`config.mk`:
```
export PLATFORM = sky130hd
export DESIGN_NAME = vga_timing_counter
export DESIGN_NICKNAME = d
export VERILOG_FILES = /design/src/rtl/vga_timing_pkg.sv /design/src/rtl/vga_mod_counter.sv /design/src/rtl/vga_timing_counter.sv
export SDC_FILE = /design/constraint.sdc
export NUM_CORES = 1
export LEC_CHECK = 0
export BUFFER_PORTS_ARGS = -buffer_cell sky130_fd_sc_hd__buf_4
export CAP_MARGIN = 5
export CORE_ASPECT_RATIO = 1.2
export CORE_MARGIN = 5
export CORE_UTILIZATION = 45
export DETAILED_ROUTE_END_ITERATION = 8
export GPL_ROUTABILITY_DRIVEN = 0
export PLACE_DENSITY_LB_ADDON = 0.15
export SLEW_MARGIN = 20
export SYNTH_ARGS = -nofsm -noshare
export SYNTH_HDL_FRONTEND = slang
export SYNTH_SLANG_ARGS = --single-unit
```
`constraint.sdc`:
```
create_clock -name clk -period 2.6 [get_ports clk]
set_input_delay 0.13 -clock clk [delete_from_list [all_inputs] [get_ports clk]]
set_output_delay 0.13 -clock clk [all_outputs]
set_load 0.02 [all_outputs]
```
`src/rtl/vga_timing_pkg.sv`:
```
// VGA 640x480@60 timing constants shared by the raster counter and the sync decoder.
package vga_timing_pkg;

  localparam int unsigned HD = 640;
  localparam int unsigned HF = 16;
  localparam int unsigned HB = 48;
  localparam int unsigned HR = 96;
  localparam int unsigned VD = 480;
  localparam int unsigned VF = 10;
  localparam int unsigned VB = 33;
  localparam int unsigned VR = 2;

  localparam int unsigned H_TOTAL = HD + HF + HR + HB;
  localparam int unsigned V_TOTAL = VD + VF + VR + VB;

  localparam int unsigned CNT_W   = 10;
  localparam int unsigned CNT_MAX = 1024;
  localparam int unsigned DIV_MAX = 16;
  localparam int unsigned FRAME_W = 8;

  // Counter width for a modulo-n counter, never narrower than one bit.
  function automatic int unsigned cnt_w(input int unsigned n);
    return (n > 1) ? $clog2(n) : 1;
  endfunction

endpackage

```
`src/rtl/vga_mod_counter.sv`:
```
// Modulo-N counter with count enable, same-cycle wrap strobe and synchronous active-low reset.
module vga_mod_counter
  import vga_timing_pkg::*;
#(
  parameter int unsigned N = 2,
  parameter int unsigned W = cnt_w(N)
) (
  input  logic         clk,
  input  logic         rst_n,
  input  logic         i_inc,
  output logic [W-1:0] o_count,
  output logic         o_wrap
);

  logic [W-1:0] r_count;

  assign o_wrap  = i_inc && (r_count == W'(N - 1));
  assign o_count = r_count;

  always_ff @(posedge clk) begin
    if (!rst_n) begin
      r_count <= '0;
    end else if (o_wrap) begin
      r_count <= '0;
    end else if (i_inc) begin
      r_count <= r_count + W'(1);
    end
  end

endmodule

```
`src/rtl/vga_timing_counter.sv`:
```
// Free-running VGA raster position generator: pixel divider, column and line counters.
// Optional 8-bit frame counter port enabled by defining VGA_FRAME_CNT_EN.
module vga_timing_counter
  import vga_timing_pkg::*;
#(
  parameter int unsigned DIV     = 4,
  parameter int unsigned H_TOTAL = vga_timing_pkg::H_TOTAL,
  parameter int unsigned V_TOTAL = vga_timing_pkg::V_TOTAL
) (
  input  logic             clk,
  input  logic             rst_n,
  input  logic             en,
  output logic             pix_tick,
  output logic [CNT_W-1:0] h_count,
  output logic [CNT_W-1:0] v_count,
  output logic             line_end,
  output logic             frame_end
`ifdef VGA_FRAME_CNT_EN
  ,
  output logic [FRAME_W-1:0] frame_cnt
`endif
);

  localparam int unsigned DIV_W = cnt_w(DIV);
  localparam int unsigned H_W   = cnt_w(H_TOTAL);
  localparam int unsigned V_W   = cnt_w(V_TOTAL);

  if (DIV < 1 || DIV > DIV_MAX) begin : g_bad_div
    $error("vga_timing_counter: DIV must be in 1..16");
  end
  if (H_TOTAL < 1 || H_TOTAL > CNT_MAX) begin : g_bad_h
    $error("vga_timing_counter: H_TOTAL must be in 1..1024");
  end
  if (V_TOTAL < 1 || V_TOTAL > CNT_MAX) begin : g_bad_v
    $error("vga_timing_counter: V_TOTAL must be in 1..1024");
  end

  // Divider phase is internal; only its wrap (the pixel tick) leaves the block.
  logic [DIV_W-1:0] w_unused_div_cnt;
  logic [H_W-1:0]   w_h_count;
  logic [V_W-1:0]   w_v_count;
  logic             w_pix_tick;
  logic             w_line_end;
  logic             w_frame_end;

  vga_mod_counter #(.N(DIV), .W(DIV_W)) u_div (
    .clk     (clk),
    .rst_n   (rst_n),
    .i_inc   (en),
    .o_count (w_unused_div_cnt),
    .o_wrap  (w_pix_tick)
  );

  vga_mod_counter #(.N(H_TOTAL), .W(H_W)) u_h (
    .clk     (clk),
    .rst_n   (rst_n),
    .i_inc   (w_pix_tick),
    .o_count (w_h_count),
    .o_wrap  (w_line_end)
  );

  vga_mod_counter #(.N(V_TOTAL), .W(V_W)) u_v (
    .clk     (clk),
    .rst_n   (rst_n),
    .i_inc   (w_line_end),
    .o_count (w_v_count),
    .o_wrap  (w_frame_end)
  );

  assign pix_tick  = w_pix_tick;
  assign line_end  = w_line_end;
  assign frame_end = w_frame_end;
  assign h_count   = CNT_W'(w_h_count);
  assign v_count   = CNT_W'(w_v_count);

`ifdef VGA_FRAME_CNT_EN
  logic [FRAME_W-1:0] r_frame_cnt;

  always_ff @(posedge clk) begin
    if (!rst_n) begin
      r_frame_cnt <= '0;
    end else if (w_frame_end) begin
      r_frame_cnt <= r_frame_cnt + FRAME_W'(1);
    end
  end

  assign frame_cnt = r_frame_cnt;
`endif

endmodule

```
# ---- Word-level counts from Yosys, hierarchy flattened
# Index checks and enable logic that the tools add are counted.
dict set report totals {
  reg_bits 22
  inputBits 3
  output_inout_bits 23
  elab_cells 16
}
dict set report op_classes {
  addsub 3
  n_eq_ne 3
  bitwise_logic 1
  n_reduce_logical 6
}
# op n
set ops {}
lappend ops {{$add A10 B1 Y10 const B} 2}
lappend ops {{$eq A10 B10 Y1 const B} 2}
lappend ops {{$reduce_or A2 Y1} 3}
lappend ops {{$logic_and A1 B1 Y1} 3}
lappend ops {{$add A2 B1 Y2 const B} 1}
lappend ops {{$eq A2 B2 Y1 const B} 1}
lappend ops {{$not A1 Y1} 1}

# ---- Depth between registers and ports, before layout
# Gate-level depths: netlist of the first run.
dict set report logic_depth {
  ltp_word 5
  ltp_mapped 7
  depth_no_buf 6
}

# ---- Cells and area by module
# A second synthesis of the first run with hierarchy kept.
dict set report hier_totals {
  hier_cells 114
  hier_area_um2 1101.1
}
# mod instances cells_each area_per_inst_um2 seq_area_each_um2
set by_module_without_submodules {}
lappend by_module_without_submodules {{vga_mod_counter at u_h} 1 51 506.7 200.2}
lappend by_module_without_submodules {{vga_mod_counter at u_v} 1 53 488.0 200.2}
lappend by_module_without_submodules {{vga_mod_counter at u_div} 1 10 106.4 40.0}

# ---- Worst setup path before layout of the first run
# Ideal clock, no wire load.
dict set report synth_path {
  kind {flip-flop to flip-flop}
  start {reg u_h.r_count[0] (netlist: u_h.o_count[0])}
  end {reg u_v.r_count[9] (netlist: u_v.o_count[9])}
  setup_time_ns 0.070
  arrival_time_ns 2.138
  t_required_ns 2.530
  slack_ns 0.393
  stages_incl_launch_ff 7
  n_path_buf 1
  synth_period_minus_slack_ns 2.207
  path_cell_list {dfxtp_1 ha_1 nand4_2 or4_4 buf_6 or4_1 a21oi_1}
}
dict set report synth_via {
  elab_chain_len 4
}
# element line_no
set synth_rtl {}
lappend synth_rtl {{start: declaration} vga_mod_counter.sv:15} ;# logic [W-1:0] r_count;
lappend synth_rtl {{start signal: assignment} vga_mod_counter.sv:26} ;# r_count <= r_count + W'(1);
lappend synth_rtl {{$eq A10 B10 Y1 (*)} vga_mod_counter.sv:17} ;# assign o_wrap = i_inc && (r_count == W'(N - 1));
lappend synth_rtl {{$logic_and A1 B1 Y1 (*)} vga_mod_counter.sv:17}
lappend synth_rtl {{$logic_and A1 B1 Y1} vga_mod_counter.sv:17}
lappend synth_rtl {{$reduce_or A2 Y1 (no source line)} n/a}
lappend synth_rtl {{end signal: assignment} vga_mod_counter.sv:26}
lappend synth_rtl {{end: declaration} vga_mod_counter.sv:15}
# Every way passes the cells marked *; elsewhere a longest branch is shown, timed or not.
# A chain may end at the register's enable or synchronous reset.

# ---- Worst setup path in the final report of the first run
dict set report layout_path {
  start {reg u_div.r_count[0] (netlist: u_div.o_count[0])}
  end {reg u_v.r_count[7] (netlist: u_v.o_count[7])}
}
dict set report layout_via {
  elab_chain_len 5
}
# element line_no
set layout_rtl {}
lappend layout_rtl {{start: declaration} vga_mod_counter.sv:15}
lappend layout_rtl {{start signal: assignment} vga_mod_counter.sv:26}
lappend layout_rtl {{$eq A2 B2 Y1 (*)} vga_mod_counter.sv:17}
lappend layout_rtl {{$logic_and A1 B1 Y1 (*) (2 in series)} vga_mod_counter.sv:17}
lappend layout_rtl {{$logic_and A1 B1 Y1} vga_mod_counter.sv:17}
lappend layout_rtl {{$reduce_or A2 Y1 (no source line)} n/a}
# Marked as above.

==> flow_summary.toml, run 1 <==
[route]
detail-route-antenna-nets = 0
wl_per_cell_um = 12.5
via_per_inst = 5.37
dr_total_vias = 972
drt-pass1-iter-count = 4
first_iter_violations = 20
routed_wl_mm = 2.27
drc = 0

[sta]
fmax_mhz = 448
rsz0062_at_grt = "no"
min_period_ps = 2230
setup_tns_ps = 0
post-route-period-util_pct = 85.8
maxSlewViolCount = 0
max_slew_margin_pct = 69.4
layout_setup_ws_ps = 370
setup_violations = 0
tightest_slew_ps = 460
final-hold-violation-count = 0
finClkSkew_ps = 9.11

[cells_and_area]
fillers = 221
seq_area_um2 = 440
num_antenna_cells = 0
drive_above_1_share_pct = 21.3
multi_input_area_um2 = 586
area_growth_pct = 24.4
final_net_count = 158

[clock_network]
cts_buffers = 3
cts_tree = "yes"
htree_levels = 1
cts.clk_slew.worst_paths_ps = 130
cts_hold_buf = 0
cts_sinks = 22
clockBufferDepth = 2
root_buffer = "clkbuf_4"
post-cts-setup-buffers = 0
cts_resized = 0
insertion_delay_ps = 300

[place]
place_ws_ps = 427
hpwlAfterDp_mm = 1.70
numPortBuffers = 25

[floorplanning]
rows = 19
die_h_um = 63.4
boundaryPins = 26
initial_core_util_pct = 46.8
die_width_um = 54.5
core_area_um2 = 2280
die_area_um2 = 3450

[synthesis]
synth_nets = 131
synth_area_per_cell_um2 = 8.61
yosysSeqAreaShare_pct = 41.3
ys_seq_elements = 22
synth_cell_type_count = 30
netlist_instances = 124
synth_area_um2 = 1070
yosys_warnings = 0

[power_and_ir_drop]
leakagePower_nw = 0.514
power.density_nw_per_um2 = 469
ir_drop_mv = 0.271

[global_route]
grt_max_degree = 22
grt_pass1_vias = 882
antenna_found_initial = 0
grt_pass1_wl_mm = 3.73
grt_overflow_total = 0
grt_usage_pct = 13.9

[critical_path]
crit_type = "flop to flop"
r2r_cells = 5
worstSetupEndpointType = "flop"
required_ps = 2840
cp.arrival_ps = 2470
critPathLaunchType = "flop"
crit_fanout = 21

[outcome]
status = "finished clean"

[hold_path]
hold_path_class = "input port to flop"
holdPathStages = 2

[flow_run]
max_cap_viol_count = 0
## worst max-delay path, cell delays in order (launching register included)
cell     delay (ps)
dfxtp_1         380
ha_1            270
nand4_2         150
or4_4           660
or4_1           540
a21oi_1         170
## final cells by class
cell class,count,area share [%]
clock buffers,3,1.70
clock inverters,1,2.26
inverters,6,1.70
multi-input cells,93,44.1
flip-flops and latches,22,33.2
well taps,31,2.92
repair buffers,25,14.1
## placed cells by master, fill, tap and decap left out
| cell type | instances |
|---|---|
| buf_4 | 25 |
| dfxtp_1 | 22 |
| nor2_1 | 12 |
| nand2_1 | 11 |
| a21oi_1 | 9 |
| xnor2_1 | 8 |
| inv_1 | 6 |
| nand3_1 | 6 |
| and2_1 | 4 |
| nand4_1 | 4 |
| o31ai_1 | 4 |
| or4_1 | 4 |
| o21ai_0 | 4 |
| or3_1 | 4 |
| ha_1 | 4 |
| nor3_1 | 3 |
| clkbuf_4 | 3 |
| xor2_1 | 2 |
| mux2i_1 | 2 |
| nor4_1 | 2 |
| nand4_2 | 1 |
| or2_1 | 1 |
| nand3b_1 | 1 |
| or4_4 | 1 |
| nor4b_1 | 1 |
| nor3b_1 | 1 |
| nor2b_1 | 1 |
| and4_1 | 1 |
| o21ai_2 | 1 |
| o22ai_1 | 1 |
| bufinv_16 | 1 |
## Yosys cell counts (all sizes together)
cell type  instances  area (µm²)
o22ai              1        6.26
nor3b              1        7.51
nor3               3        15.0
nand3b             1        7.51
nand2             11        41.3
nor2              12        45.0
nor4               2        12.5
o31ai              4        30.0
o21ai              5        28.8
or3                4        25.0
nand3              6        30.0
nand4              5        37.5
mux2i              2        20.0
nor2b              1        6.26
and2               4        25.0
inv                6        22.5
nor4b              1        8.76
dfxtp             22         440
a21oi              9        45.0
clkbuf             2        7.51
xor2               2        17.5
or2                1        6.26
ha                 4        50.1
xnor2              8        70.1
and4               1        8.76
or4                5        41.3
buf                1        11.3
## power by group
part | switching (W) | internal [W]
combinational | 0.0000127 | 0.00000846
clock | 0.000103 | 0.000156
sequential | 0.00000217 | 0.000340
total | 0.000118 | 0.000504
## state kept, by name (all words and copies together) (netlist names)
signal	count
u_h.o_count	10
u_v.o_count	10
u_div.o_count	2
## per-layer routing
layer,global-route usage (%),vias to the layer above,share of wire (%)
met5,0,-,0
met4,3.74,0,0.66
met3,2.59,2,4.1
met2,24.1,17,52
met1,16.8,457,43
li1,-,496,-
## cells by family after synthesis
group,Yosys count,share of synthesized area (%)
AO/OA/AOI/OAI,19,10.3
multiplexers,2,1.88
AND/OR/NAND/NOR,58,29.8
XOR/XNOR,10,8.21
buffers and inverters,9,3.87
adder cells (fa/ha/maj),4,4.69
flip-flops,22,41.3
## through the flow
step / total power (W) / std cells / area (µm²) / hold slack (ps) / utilization (%)
after global routing: 0.000641 / 181 / 1330 / 79.5 / 58.2
after detailed placement: 0.000370 / 177 / 1270 / 397 / 55.9
final: 0.000622 / 181 / 1330 / 82.0 / 58.2
after floorplan: 0.000362 / 124 / 1070 / 252 / -
after global placement: 0.000369 / 177 / 1270 / 390 / 55.9
after CTS: 0.000630 / 181 / 1330 / 77.8 / 58.2
## path summary, 6_finish.rpt
kind                                       from                          end  slack [ps]
setup reg to reg  u_div.o_count[0]$_SDFFE_PP0P_  u_v.o_count[7]$_SDFFE_PP0P_         370
hold / removal                            rst_n  u_h.o_count[6]$_SDFFE_PP0P_          80
setup / recovery  u_div.o_count[0]$_SDFFE_PP0P_  u_v.o_count[7]$_SDFFE_PP0P_         370
hold reg to reg     u_v.o_count[9]$_SDFFE_PP0P_  u_v.o_count[9]$_SDFFE_PP0P_         520
Note: power is estimated with default switching activity, not from simulation.
==> inputs of run 2 (changes only) <==
CORE_MARGIN = 4   (was 5)
HOLD_SLACK_MARGIN = 0.15   (was unset)
==> run 2 against run 1 <==
Count of clock-buffer cells in the layout is 1 higher; final area is 0.28% higher; worst setup slack better by 28 ps; die area is 6.7% lower.
==> flow_summary.toml, run 2 (synthesis gave the netlist of run 1 again) <==
[cells_and_area]
seq_area_um2 = 440
num_antenna_cells = 0
final_common_cell = "buf_4"
final_net_count = 160
layout_common_cells = "buf_4, dfxtp_1, nor2_1, nand2_1, a21oi_1"
final_core_util_pct = 58.3
drive_above_1_share_pct = 21.1
stdcell_count = 183
multi_input_area_um2 = 586
fillers = 225
area_growth_pct = 24.7

[floorplanning]
initial_core_util_pct = 46.8
core_area_um2 = 2280
die_h_um = 61.4
boundaryPins = 26
rows = 19
die_width_um = 52.5
die_area_um2 = 3220

[power_and_ir_drop]
ir_drop_mv = 0.384
power.density_nw_per_um2 = 415
fin_total_pwr_w = 0.000552
leakagePower_nw = 0.516

[outcome]
status = "finished clean"

[sta]
whs_ps = 514
finClkSkew_ps = 7.85
rsz0062_at_grt = "no"
maxSlewViolCount = 0
setup_violations = 0
fmax_mhz = 454
setup_tns_ps = 0
tightest_slew_ps = 429
min_period_ps = 2200
final-hold-violation-count = 0
max_slew_margin_pct = 71.4
post-route-period-util_pct = 84.7

[clock_network]
cts_sinks = 22
clockBufferDepth = 2
insertion_delay_ps = 310
post-cts-setup-buffers = 0
cts.clk_slew.worst_paths_ps = 120
htree_levels = 1
cts_tree = "yes"
cts_buffers = 3
cts_resized = 0
root_buffer = "clkbuf_4"

[place]
place_inst = 177
numPortBuffers = 25
hpwlAfterDp_mm = 1.67

[global_route]
antenna_found_initial = 0
grt_max_degree = 22
grt_overflow_total = 0
grt_pass1_vias = 900
grt_pass1_wl_mm = 3.77
grt_usage_pct = 15.6

[route]
dr_total_vias = 979
routed_wl_mm = 2.23
drt-pass1-iter-count = 4
wl_per_cell_um = 12.2
drc = 0
first_iter_violations = 14
detail-route-antenna-nets = 0
via_per_inst = 5.35

[critical_path]
cp_cell_sequence = "ha_1 -> nand4_2 -> or4_4 -> or4_1 -> a21oi_1"
slowest_delay_ps = 660
r2r_cells = 5
cp.arrival_ps = 2440
worstSetupEndpointType = "flop"
crit_fanout = 21
critPathLaunchType = "flop"
slowest_stage = "or4_4"
crit_type = "flop to flop"
required_ps = 2840

[flow_run]
max_cap_viol_count = 0

[hold_path]
holdPathStages = 2
hold_path_class = "flop to flop"
run 2: cell count changes in the layout (fill, tap and decap cells not counted), sizes merged:
cell | before | now
bufinv | 1 | 0
dlygate4sd3 | 0 | 2
clkbuf | 3 | 4
run 2: final timing paths:
kind                                       to                          start  slack, ps
hold / removal    u_v.o_count[9]$_SDFFE_PP0P_    u_v.o_count[9]$_SDFFE_PP0P_        510
setup / recovery  u_v.o_count[5]$_SDFFE_PP0P_  u_div.o_count[0]$_SDFFE_PP0P_        400
setup reg to reg  u_v.o_count[5]$_SDFFE_PP0P_  u_div.o_count[0]$_SDFFE_PP0P_        400
hold reg to reg   u_v.o_count[9]$_SDFFE_PP0P_    u_v.o_count[9]$_SDFFE_PP0P_        510
run 2: final cells by class:
type	count	area share (%)
repair buffers	27	15.6
inverters	6	1.69
multi-input cells	93	44.0
flip-flops and latches	22	33.1
clock buffers	4	2.73
well taps	31	2.91
run 2: worst max-delay path: cells and delay by family, from the launching register on:
kind	cells	cell delay [ps]
flip-flops	1	370
AO/OA/AOI/OAI	1	150
AND/OR/NAND/NOR	3	1350
adder cells (fa/ha/maj)	1	270
run 2: power by group:
| group | leakage [nW] | internal (W) | switching (W) |
|---|---|---|---|
| Sequential | 0.178 | 0.000340 | 0.00000200 |
| Combinational | 0.317 | 0.0000103 | 0.0000125 |
| Clock | 0.0210 | 0.0000854 | 0.000102 |
| Total | 0.516 | 0.000436 | 0.000116 |
run 2: what timing repair did:
action	in CTS	in global routing
endpoints found under the setup margin	0	0
endpoints found under the hold margin	4	0
hold buffers	2	0
run 2: stage by stage:
stage / setup WS, ps / instance area (µm²)
finish: 398 / 1330
global route: 209 / 1330
CTS: 402 / 1330
detailed placement: 441 / 1270
global placement: 504 / 1270
floorplan: 393 / 1070
run 2: metal layers:
layer  GRT usage (%)  share of wire, %  vias up
met5               0                 0        -
met4            7.66              0.76        0
met3            2.91               5.3        2
met2            28.0                52       23
met1            17.5                42      457
li1                -                 -      497
==> inputs of run 3 (changes only) <==
clock period = 2.1 ns   (was 2.6 ns; I/O delays follow)
==> run 3 against run 2 <==
Final area increased by 9.9%; final cell count is 6.6% higher; critical path depth increased by 1; count of clock-buffer cells in the layout unchanged; die area unchanged; critical path type unchanged; fmax is 7.5% higher; combinational power is 52% higher; via count up 5.7%; sequential share of layout area shrank 2.5 points; wire length is 11% higher; largest power group unchanged; sequential power increased by 24%; non-clock buffer count grew 11.
==> flow_summary.toml, run 3 (synthesis gave the netlist of run 1 again) <==
[outcome]
status = "finished clean"

[global_route]
antenna_found_initial = 0
grt_usage_pct = 17.0
grt_pass1_wl_mm = 4.20
grt_overflow_total = 0
grt_pass1_vias = 1026
grt_max_degree = 13

[floorplanning]
die_width_um = 52.5
rows = 19
initial_core_util_pct = 46.8
die_h_um = 61.4
core_area_um2 = 2280
boundaryPins = 26
die_area_um2 = 3220

[place]
place_ws_ps = 33.9
hpwlAfterDp_mm = 1.78
place_area_um2 = 1330
place_inst = 183
numPortBuffers = 25

[cells_and_area]
num_antenna_cells = 0
layout_common_cells = "buf_4, dfxtp_1, nor2_1, nand2_1, a21oi_1"
drive_above_1_share_pct = 31.1
fillers = 212
final_common_cell = "buf_4"
area_growth_pct = 37.0
final_net_count = 172
stdcell_count = 195
final_area_um2 = 1460

[critical_path]
required_ps = 2340
cp.arrival_ps = 2290
critPathLaunchType = "flop"
crit_type = "flop to flop"
r2r_end = "u_v.o_count[7]$_SDFFE_PP0P_"
crit_fanout = 5
r2r_cells = 6
worstSetupEndpointType = "flop"
r2r-start = "u_h.o_count[0]$_SDFFE_PP0P_"
regToRegSetupSlack_ps = 50

[sta]
setup_violations = 0
setup_tns_ps = 0
final-hold-violation-count = 0
rsz0062_at_grt = "no"
maxSlewViolCount = 0
fmax_mhz = 488
finClkSkew_ps = 1.94
layout_setup_ws_ps = 52.2
post-route-period-util_pct = 97.5
max_slew_margin_pct = 79.5
tightest_slew_ps = 305
min_period_ps = 2050

[power_and_ir_drop]
combinationalPowerShare_pct = 5.1
pwr-share-seq_pct = 61.9
clock_power_share_pct = 33.0
switching_share_pct = 20.7
internal_power_w = 0.000543
power.density_nw_per_um2 = 468
p_sw_w = 0.000141
fin_total_pwr_w = 0.000684
leakagePower_nw = 0.562
ir_drop_mv = 0.406

[clock_network]
cts_sinks = 22
root_buffer = "clkbuf_4"
insertion_delay_ps = 290
cts.clk_slew.worst_paths_ps = 120
clockBufferDepth = 2
cts_tree = "yes"
cts_buffers = 3
htree_levels = 1

[hold_path]
hold_path_end = "u_v.o_count[5]$_SDFFE_PP0P_"
hp-start = "u_v.o_count[5]$_SDFFE_PP0P_"
holdPathStages = 2
hold_path_class = "flop to flop"

[route]
routed_wl_mm = 2.49
via_per_inst = 5.31
first_iter_violations = 12
wl_per_cell_um = 12.7
drc = 0
dr_total_vias = 1035
drt-pass1-iter-count = 4
detail-route-antenna-nets = 0

[flow_run]
max_cap_viol_count = 0
==> run 3: cell types whose count changed in the layout (fill, tap and decap cells not counted) <==
cell / before / now
buf_4: 25 / 35
buf_6: 0 / 1
dfxtp_1: 22 / 18
dfxtp_2: 0 / 3
dfxtp_4: 0 / 1
ha_1: 4 / 2
ha_2: 0 / 1
ha_4: 0 / 1
nand4_2: 1 / 0
nand4_4: 0 / 1
or2_1: 1 / 0
or2_4: 0 / 1
or4_4: 1 / 2
==> run 3: power groups by stage <==
stage	combinational, W	clock (W)	sequential, W
floorplan	0.0000150	0	0.000433
global placement	0.0000290	0	0.000433
detailed placement	0.0000295	0	0.000433
CTS	0.0000337	0.000239	0.000424
global route	0.0000392	0.000253	0.000424
finish	0.0000346	0.000226	0.000424
==> run 3: final cells by class <==
cell class | instances | area (µm²) | share of cell area (%)
clock buffers | 4 | 36.3 | 2.48
inverters | 6 | 22.5 | 1.54
multi-input cells | 94 | 623 | 42.6
flip-flops and latches | 22 | 448 | 30.6
well taps | 31 | 38.8 | 2.65
repair buffers | 38 | 294 | 20.1
==> run 3: timing repair <==
| action | 4_1_cts | 5_1_grt |
|---|---|---|
| setup buffers | 5 | 0 |
| resized for setup | 4 | 5 |
| cloned | 1 | 0 |
| setup endpoints to repair | 2 | 5 |
| pin swaps | 1 | 1 |
| hold buffers | 2 | 0 |
| endpoints found under the hold margin | 4 | 0 |
==> run 3: worst max-delay path, cell delays in order, from the launching register on <==
cell     delay [ps]
dfxtp_2         350
ha_2            220
nand4_4         130
or4_4           490
buf_4           160
or4_1           490
a21oi_1         140
==> run 3: layer usage <==
layer / routed length [µm] / vias up / track usage, %
met5: 0 / - / 0
met4: 13 / 0 / 6.93
met3: 121 / 2 / 3.63
met2: 1260 / 24 / 31.0
met1: 1090 / 484 / 18.9
li1: - / 525 / -
==> run 3: metrics by stage <==
stage	hold slack (ps)	utilization, %
after floorplan	227	-
after global placement	368	58.1
after detailed placement	379	58.1
after CTS	515	63.3
after global routing	549	64.1
final	520	64.1
==> run 3: worst max-delay path by stage <==
stage                                            from                           to  slack [ps]  cells after the start
after floorplan           u_h.o_count[0]$_SDFFE_PP0P_  u_v.o_count[9]$_SDFFE_PP0P_           2                      6
after global placement    u_h.o_count[0]$_SDFFE_PP0P_  u_v.o_count[7]$_SDFFE_PP0P_          80                      5
after detailed placement  u_h.o_count[0]$_SDFFE_PP0P_  u_v.o_count[9]$_SDFFE_PP0P_          30                      5
after CTS                 u_h.o_count[0]$_SDFFE_PP0P_  u_v.o_count[7]$_SDFFE_PP0P_           3                      6
after global routing      u_h.o_count[0]$_SDFFE_PP0P_  u_v.o_count[7]$_SDFFE_PP0P_           2                      6
final                     u_h.o_count[0]$_SDFFE_PP0P_  u_v.o_count[7]$_SDFFE_PP0P_          50                      6
